===== src/rtl/divisor_pkg.sv =====
// Shared constants and the divide-ratio clamp
// used by divisor_tick and its event capture.
package divisor_pkg;

  localparam logic [31:0] DIV_MIN = 32'd2;

  localparam int WIDTH_DEF = 25;
  localparam int DIV_DEF   = 25_000_000;
  localparam int N_EV_DEF  = 2;

  // Ratios 0 and 1 make no sense for a counter
  // period; they load as the shortest period.
  function automatic logic [31:0] div_clamp(
    input logic [31:0] v
  );
    return (v < DIV_MIN) ? DIV_MIN : v;
  endfunction

endpackage


===== src/rtl/divisor_ev_capture.sv =====
// One event channel: optional 2-flop sync, window flag, held result.
// Ports: clk, rst_n, ev_in, clr, close -> ev_seen (Mealy), ev_hold.
import divisor_pkg::*;

module divisor_ev_capture (
  input  logic clk,
  input  logic rst_n,
  input  logic ev_in,
  input  logic clr,
  input  logic close,
  output logic ev_seen,
  output logic ev_hold
);

  logic ev_s;
  logic ev_flag;

`ifdef DIVISOR_TICK_SYNC_EN
  logic [1:0] sync;

  always_ff @(posedge clk or negedge rst_n) begin
    if (!rst_n) begin
      sync <= 2'b00;
    end else begin
      sync <= {sync[0], ev_in};
    end
  end

  assign ev_s = sync[1];
`else
  assign ev_s = ev_in;
`endif

  // An event in the closing cycle lands in
  // the window being closed, not the next one.
  always_ff @(posedge clk or negedge rst_n) begin
    if (!rst_n) begin
      ev_flag <= 1'b0;
      ev_hold <= 1'b0;
    end else if (clr) begin
      ev_flag <= 1'b0;
    end else if (close) begin
      ev_hold <= ev_flag | ev_s;
      ev_flag <= 1'b0;
    end else begin
      ev_flag <= ev_flag | ev_s;
    end
  end

  assign ev_seen = ev_flag | ev_s;

endmodule


===== src/rtl/divisor_tick.sv =====
// Single-clock divider: loadable ratio, tick enable, square wave,
// per-window event capture. Option macro: DIVISOR_TICK_SYNC_EN.
// Ports: clk, rst_n, en, div_load, div_val, ev_in
//        -> tick, clk_slow, ev_seen, ev_hold.
import divisor_pkg::*;

module divisor_tick #(
  parameter int WIDTH       = WIDTH_DEF,
  parameter int DIV_DEFAULT = DIV_DEF,
  parameter int N_EV        = N_EV_DEF
) (
  input  logic            clk,
  input  logic            rst_n,
  input  logic            en,
  input  logic            div_load,
  input  logic [WIDTH-1:0] div_val,
  input  logic [N_EV-1:0] ev_in,
  output logic            tick,
  output logic            clk_slow,
  output logic [N_EV-1:0] ev_seen,
  output logic [N_EV-1:0] ev_hold
);

  logic [WIDTH-1:0] div_r;
  logic [WIDTH-1:0] cnt;
  logic [WIDTH-1:0] div_nx;
  logic [WIDTH-1:0] cnt_nx;
  logic             tick_nx;
  logic             wrap;

  assign wrap = (cnt == div_r - WIDTH'(1));

  always_comb begin
    div_nx  = div_r;
    cnt_nx  = cnt;
    tick_nx = 1'b0;
    if (div_load) begin
      div_nx = WIDTH'(div_clamp(32'(div_val)));
      cnt_nx = '0;
    end else if (en) begin
      cnt_nx  = wrap ? '0 : cnt + WIDTH'(1);
      tick_nx = wrap;
    end
  end

  // clk_slow is computed from next-state values
  // so it stays aligned with cnt with no glitch.
  always_ff @(posedge clk or negedge rst_n) begin
    if (!rst_n) begin
      div_r    <= WIDTH'(DIV_DEFAULT);
      cnt      <= '0;
      tick     <= 1'b0;
      clk_slow <= 1'b0;
    end else begin
      div_r    <= div_nx;
      cnt      <= cnt_nx;
      tick     <= tick_nx;
      clk_slow <= (cnt_nx >= (div_nx >> 1));
    end
  end

  for (genvar i = 0; i < N_EV; i++) begin : g_ev
    divisor_ev_capture u_ev (
      .clk     (clk),
      .rst_n   (rst_n),
      .ev_in   (ev_in[i]),
      .clr     (div_load),
      .close   (tick_nx),
      .ev_seen (ev_seen[i]),
      .ev_hold (ev_hold[i])
    );
  end

endmodule


===== config.mk =====
export PLATFORM = sky130hd
export DESIGN_NAME = divisor_tick
export DESIGN_NICKNAME = d
export VERILOG_FILES = /design/src/rtl/divisor_pkg.sv /design/src/rtl/divisor_ev_capture.sv /design/src/rtl/divisor_tick.sv
export SDC_FILE = /design/constraint.sdc
export NUM_CORES = 1
export LEC_CHECK = 0
export ABC_AREA = 1
export CAP_MARGIN = 20
export CORE_AREA = 2 2 88 99
export CTS_CLUSTER_SIZE = 12
export DETAILED_ROUTE_END_ITERATION = 12
export DIE_AREA = 0 0 90 101
export GPL_TIMING_DRIVEN = 0
export PLACE_DENSITY = 0.8
export RECOVER_POWER = 50
export SYNTH_ARGS = -nofsm -noshare
export SYNTH_HDL_FRONTEND = slang
export SYNTH_SLANG_ARGS = --single-unit

===== constraint.sdc =====
create_clock -name clk -period 3.6 [get_ports clk]
set_input_delay 0.54 -clock clk [delete_from_list [all_inputs] [get_ports clk]]
set_output_delay 0.54 -clock clk [all_outputs]
set_load 0.02 [all_outputs]

==> flow_summary.yaml, run 1 <==
outcome:
  run_status: "complete, but fails checks"
  failed_checks: "max-capacitance violations, max-slew violations"
drt:
  routed-wl-met2_mm: 7.16
  avgRoutedWirePerCell_um: 16.6
  wl_met1_mm: 5.90
  firstDrtPassIters: 5
  routed_wl_mm: 14.5
  detail_route_met3_wl_um: 873
  drcViolationCount: 0
  ant_nets_after_route: 0
  detail_route.vias_per_cell: 5.50
  dr.max_layer_used: "met4"
  drtIter0Drc: 473
  num_vias: 4799
pwr:
  p_clk_frac: 0.262
  switching_share: 0.351
  part_of_the_total_power_dissipated_in_combinational_logic: 0.271
  net-switching-power_mw: 0.532
  power.share.sequential: 0.467
  worst_ir_drop_vdd_mv: 0.161
  power.density_cell_area_nw_per_um2: 263
  cellInternalPower_mw: 0.982
  power.leakage_nw: 2.95
final_layout:
  final-instance-count-excl-fill: 873
  multi_input_comb_area_um2: 3040
  final_nets: 818
  final_layout_size_suffix_gt1_frac: 0.177
  nFillCells: 711
  num_antenna_cells: 0
  layout.area.seq_um2: 1420
  layout-area-overhead-vs-synth_pct: 20.7
worst_setup_path:
  critical_path.top_delay_family: "simple AND/OR/NAND/NOR gates"
  timing.critical_path.depth: 29
  worst_setup_path_startpoint: "div_r[1]"
  critical_path.reg2reg.startpoint: "div_r[1]"
  ff_to_ff_path_depth: 29
  timing.critical_path.mode_cell: "sky130_fd_sc_hd__nand2_1"
  cell_with_the_biggest_individual_delay_on_the_critical_path: "sky130_fd_sc_hd__dfrtp_1"
  worst_ep_required_time_ns: 3.87
  critical_path.max_fanout: 4
  worst-path-buf-inv: 2
  worst_path_largest_cell_delay_ns: 0.44
  setup.worst_path.class: "reg2reg"
  critPathCaptureType: "flop"
  setup.worst_path.start_class: "flop"
  cp_data_arrival_time_ns: 3.78
die:
  fp.coreArea_um2: 8150
  floorplan.die.height_um: 101
  fp.dieW_um: 90
  die_area_um2: 9090
  std_cell_rows: 35
  starting_density: 0.585
  io_pins: 37
clock_tree:
  cts_made_buffers: 5
  clock-root-buffer: "sky130_fd_sc_hd__clkbuf_8"
  tritoncts: "done"
  clockBufferDepth: 2
  numClockSinks: 56
  ctsHtreeMaxLevel: 2
  cts.clk_slew.worst_paths_ns: 0.12
  post_cts_hold_buffer_count: 0
  clock_insertion_delay_worst_skew_ns: 0.33
global_routing:
  first_pass_grt_wire_length_mm: 22.2
  globalRouteTotalUtil: 0.314
  number_of_global_route_vias_before_repair: 4587
  maximum_number_of_pins_on_one_net_before_global_route_repair: 33
  antenna_found_initial: 0
  gr-total-overflow: 0
logic_synthesis:
  synthMuxAreaShare: 0
  synth_xor_area_frac: 0.0842
  syn_area_um2: 4770
  dominant_synthesized_flop_cell: "sky130_fd_sc_hd__dfrtp_1"
  netlist.area_leader.share: 0.231
  synth_compound_gate_area_share: 0.0630
  synth_top_family_by_area: "simple AND/OR/NAND/NOR gates"
  synth.cells.most_frequent: "sky130_fd_sc_hd__nand2_1 (187), sky130_fd_sc_hd__inv_1 (107), sky130_fd_sc_hd__nor2_1 (77)"
  synthesized_nets: 755
  ys_warn_count: 0
  yosys.area_share.adder: 0.0682
  synth_top_area_cell: "sky130_fd_sc_hd__dfrtp_1"
  ys_seq_elements: 56
  synth.most_common_cell: "sky130_fd_sc_hd__nand2_1"
  post_synth_and_or_nand_nor_area_fraction: 0.376
  avgSynthCellArea_um2: 6.83
  synth.area.top_cells: "sky130_fd_sc_hd__dfrtp_1 (23%), sky130_fd_sc_hd__nand2_1 (15%), sky130_fd_sc_hd__inv_1 (8.4%), sky130_fd_sc_hd__ha_1 (6.8%), sky130_fd_sc_hd__dfstp_2 (6.6%)"
  share_of_synthesized_flip_flops_with_an_asynchronous_set_or_reset: 1.00
  post_synth_num_cell_types: 38
  seq_area_frac_synth: 0.297
  edff_count_synth: 0
  postSynthCellCount: 698
timing:
  hold_viol_final: 0
  worst_slack_ns: 0.0944
  final_setup_violation_count: 0
  finalClockSkew_ns: 0.0144
  rsz0062_at_grt: "true"
  finalWorstPathRequiredPeriod_ns: 3.51
  relSlewSlack: -0.185
  max_slew.worst_pin.slew_ns: 1.78
  report.final.slew_viol_count: 33
  fin_worst_hold_slack_ns: 0.487
  finalCritPeriodShare: 0.974
  achievable-frequency_mhz: 285
min_path:
  min_delay_path_depth: 2
  holdCritStartpoint: "g_ev[0].u_ev.ev_hold"
  hp-class: "reg2reg"
placed_design:
  portBuffers: 35
  globalplace.congestion: 0.934
  placed_cells_incl_taps: 845
  detailedPlacementHpwl_mm: 11.0
  place_worst_setup_slack_ns: -0.469
flow_run:
  max-cap-violations: 1
layout make-up:
cell class                 count  area share
timing repair buffer          56      0.0900
clock inverter                 2     0.00304
multi-input combinational    512       0.528
inverter                     114      0.0743
tap                          111      0.0241
buffer                        16      0.0196
clock buffer                   6      0.0143
sequential                    56       0.247
cells by family (layout without fill, tap and decap cells):
logic type / after synthesis / count (layout)
buffers and inverters: 130 / 194
AOI/OAI and AO/OA: 55 / 55
DFF: 56 / 56
xor gates and xnor gates: 45 / 45
and+or+nand+nor: 386 / 386
adders and majority gates: 26 / 26
sequential cells by signal, indices dropped and copies added (netlist names):
register,count
cnt,25
g_ev.u_ev.ev_hold,2
tick,1
div_r,25
clk_slow,1
g_ev.u_ev.ev_flag,2
placed cells by master, fill, tap and decap left out, types with 17 or more instances in the layout:
cell	n
sky130_fd_sc_hd__buf_4	21
sky130_fd_sc_hd__clkdlybuf4s50_1	34
sky130_fd_sc_hd__dfrtp_1	42
sky130_fd_sc_hd__ha_1	21
sky130_fd_sc_hd__inv_1	102
sky130_fd_sc_hd__nand2_1	181
sky130_fd_sc_hd__nand2_2	18
sky130_fd_sc_hd__nand3_1	37
sky130_fd_sc_hd__nand4_1	17
sky130_fd_sc_hd__nor2_1	66
sky130_fd_sc_hd__o21ai_0	28
sky130_fd_sc_hd__xor2_1	34
repair_timing:
item / CTS / global route
setup buffers: 7 / 13
cloned: 0 / 0
setup endpoints to repair: 1 / 1
pin swaps: 4 / 25
resized for setup: 13 / 47
worst paths after layout:
path | endpoint | slack [ns]
hold / removal | g_ev[0].u_ev.ev_hold | 0.49
setup / recovery | clk_slow | 0.09
max in group asynchronous | div_r[23] | 0.77
setup reg to reg | clk_slow | 0.09
min in group asynchronous | g_ev[0].u_ev.ev_flag | 0.52
hold reg to reg | g_ev[0].u_ev.ev_hold | 0.49
worst register-to-register path: cells and delay by family (launching register included):
kind / cells / cell delay, ns
flops: 1 / 0.44
fa+ha+maj: 2 / 0.49
buf+inv: 2 / 0.17
simple gates: 25 / 2.35
stage by stage:
stage / cell area [µm²] / power (mW) / util / TNS (ns)
after floorplan: 4770 / 0.937 / - / 0
after global placement: 5260 / 1.06 / 0.645 / -0.385
after detailed placement: 5270 / 1.07 / 0.647 / -0.469
after CTS: 5480 / 1.47 / 0.673 / 0
after global routing: 5760 / 1.58 / 0.707 / -0.144
final: 5760 / 1.51 / 0.707 / 0
power by group through the flow:
stage	Clock (mW)	Sequential, mW	Combinational, mW
5_1_grt	0.420	0.711	0.450
6_report	0.396	0.707	0.410
4_1_cts	0.397	0.702	0.370
2_1_floorplan	0	0.704	0.232
3_3_place_gp	0	0.711	0.345
3_5_place_dp	0	0.713	0.357
routing by layer:
metal | track usage | vias up
li1 | - | 2310
met2 | 0.561 | 203
met5 | 0 | -
met1 | 0.393 | 2241
met4 | 0.120 | 0
met3 | 0.0359 | 45
No activity file was read; power rests on OpenSTA's default activity.
==> run 2: changes to the inputs <==
--- a/config.mk
+++ b/config.mk
@@ -8,12 +8,13 @@
 export ABC_AREA = 1
 export CAP_MARGIN = 20
 export CORE_AREA = 2 2 88 99
-export CTS_CLUSTER_SIZE = 12
+export CTS_CLUSTER_SIZE = 30
 export DETAILED_ROUTE_END_ITERATION = 12
 export DIE_AREA = 0 0 90 101
 export GPL_TIMING_DRIVEN = 0
 export PLACE_DENSITY = 0.8
 export RECOVER_POWER = 50
+export SLEW_MARGIN = 20
 export SYNTH_ARGS = -nofsm -noshare
 export SYNTH_HDL_FRONTEND = slang
 export SYNTH_SLANG_ARGS = --single-unit
==> flow_summary.yaml, run 2 (same netlist as run 1, synthesis figures left out) <==
outcome:
  run_status: "complete, but fails checks"
  failed_checks: "negative setup slack"
worst_setup_path:
  setup.worst_path.class: "reg2reg"
  worst_ep_required_time_ns: 3.81
  critical_path.max_fanout: 6
  worst-path-buf-inv: 3
  setup.worst_path.start_class: "flop"
  timing.critical_path.mode_cell: "sky130_fd_sc_hd__nand2_1"
  critPathCaptureType: "flop"
  critical_path.reg2reg.startpoint: "div_r[1]"
  critical_path.top_delay_family: "simple AND/OR/NAND/NOR gates"
  worst_path_largest_cell_delay_ns: 0.42
  worst_setup_path_startpoint: "div_r[1]"
  cell_with_the_biggest_individual_delay_on_the_critical_path: "sky130_fd_sc_hd__dfrtp_1"
  cp_data_arrival_time_ns: 3.82
global_routing:
  number_of_global_route_vias_before_repair: 4668
  first_pass_grt_wire_length_mm: 22.4
  gr-total-overflow: 0
  maximum_number_of_pins_on_one_net_before_global_route_repair: 57
  globalRouteTotalUtil: 0.315
  antenna_found_initial: 0
placed_design:
  place_worst_setup_slack_ns: -0.429
  portBuffers: 35
  globalplace.congestion: 0.934
  placed_cells_incl_taps: 844
  detailedPlacementHpwl_mm: 10.9
final_layout:
  final-instance-count-excl-fill: 877
  most-common-layout-cells: "sky130_fd_sc_hd__nand2_1 (178), sky130_fd_sc_hd__inv_1 (100), sky130_fd_sc_hd__nor2_1 (65)"
  layout_top_registers: "cnt x25, div_r x25"
  nFillCells: 679
  most_common_library_cell_in_the_layout_ignoring_fill_and_taps: "sky130_fd_sc_hd__nand2_1"
  final_nets: 822
  num_antenna_cells: 0
  final_layout_size_suffix_gt1_frac: 0.196
  layout-area-overhead-vs-synth_pct: 23.1
die:
  std_cell_rows: 35
  starting_density: 0.585
  fp.dieW_um: 90
  floorplan.die.height_um: 101
  die_area_um2: 9090
  fp.coreArea_um2: 8150
  io_pins: 37
pwr:
  worst_ir_drop_vdd_mv: 0.167
  power.leakage_nw: 2.96
  power.density_cell_area_nw_per_um2: 260
  totalPowerFinal_mw: 1.53
min_path:
  holdCritStartpoint: "g_ev[0].u_ev.ev_hold"
  hp-class: "reg2reg"
timing:
  rsz0062_at_grt: "true"
  finalWorstPathRequiredPeriod_ns: 3.61
  achievable-frequency_mhz: 277
  fin_worst_hold_slack_ns: 0.483
  finalClockSkew_ns: 0.00628
  setup_total_negative_slack_ns: -0.00799
  relSlewSlack: 0.0239
  report.final.slew_viol_count: 0
  worst_slack_ns: -0.00799
  hold_viol_final: 0
  final_setup_violation_count: 1
  max_slew.worst_pin.slew_ns: 1.46
  finalCritPeriodShare: 1.00
clock_tree:
  numClockSinks: 56
  clock-root-buffer: "sky130_fd_sc_hd__clkbuf_8"
  clock_insertion_delay_worst_skew_ns: 0.32
  cts_made_buffers: 5
  ctsHtreeMaxLevel: 2
  cts.clk_slew.worst_paths_ns: 0.11
  clockBufferDepth: 2
  tritoncts: "done"
  post_cts_hold_buffer_count: 0
drt:
  firstDrtPassIters: 5
  routed_wl_mm: 14.7
  detail_route.vias_per_cell: 5.66
  num_vias: 4960
  ant_nets_after_route: 0
  avgRoutedWirePerCell_um: 16.8
  drcViolationCount: 0
  drtIter0Drc: 568
flow_run:
  max-cap-violations: 0
-- run 2: timing repair --
action / CTS / global route
endpoints found under the hold margin: 0 / 0
gates resized for setup: 12 / 61
setup buffers: 5 / 20
gates cloned: 0 / 0
pin swaps: 4 / 27
endpoints found under the setup margin: 1 / 1
-- run 2: worst min-delay path, stage by stage (launching register included) --
cell	delay (ns)
sky130_fd_sc_hd__dfrtp_1	0.36
sky130_fd_sc_hd__nand2_1	0.05
sky130_fd_sc_hd__nand2_1	0.05
-- run 2: power breakdown --
group	internal, mW	switching, mW	total [mW]
combinational	0.163	0.263	0.425
clock	0.162	0.233	0.395
sequential	0.667	0.0398	0.707
total	0.992	0.535	1.53
-- run 2: final timing paths --
path | to | slack [ns] | cells past startpoint
hold reg to reg | g_ev[0].u_ev.ev_hold | 0.48 | 2
setup / recovery | clk_slow | -0.008 | 27
setup reg to reg | clk_slow | -0.008 | 27
hold / removal | g_ev[0].u_ev.ev_hold | 0.48 | 2
min in group asynchronous | div_r[5] | 0.55 | 1
max in group asynchronous | div_r[5] | 2.11 | 1
-- run 2: stage by stage --
step,cell area [µm²],utilization
4_1_cts,5440,0.668
3_3_place_gp,5260,0.645
6_report,5870,0.721
3_5_place_dp,5260,0.645
5_1_grt,5870,0.721
2_1_floorplan,4770,-
-- run 2: area by class of cell --
type / count / area [µm²] / share of cell area
repair buffers: 60 / 553 / 0.0942
plain buffers: 16 / 113 / 0.0192
inverters: 114 / 430 / 0.0733
well taps: 111 / 139 / 0.0237
flip-flops and latches: 56 / 1420 / 0.242
multi-input cells: 512 / 3120 / 0.531
clock inverters: 2 / 17.5 / 0.00298
clock buffers: 6 / 82.6 / 0.0141
-- run 2: metal layers --
metal,wire (µm),GRT usage,up-vias,share of wire
met1,5750,0.395,2324,0.39
met3,1060,0.0411,57,0.072
met5,0,0,-,0
li1,-,-,2318,-
met2,7280,0.551,261,0.50
met4,610,0.136,0,0.041
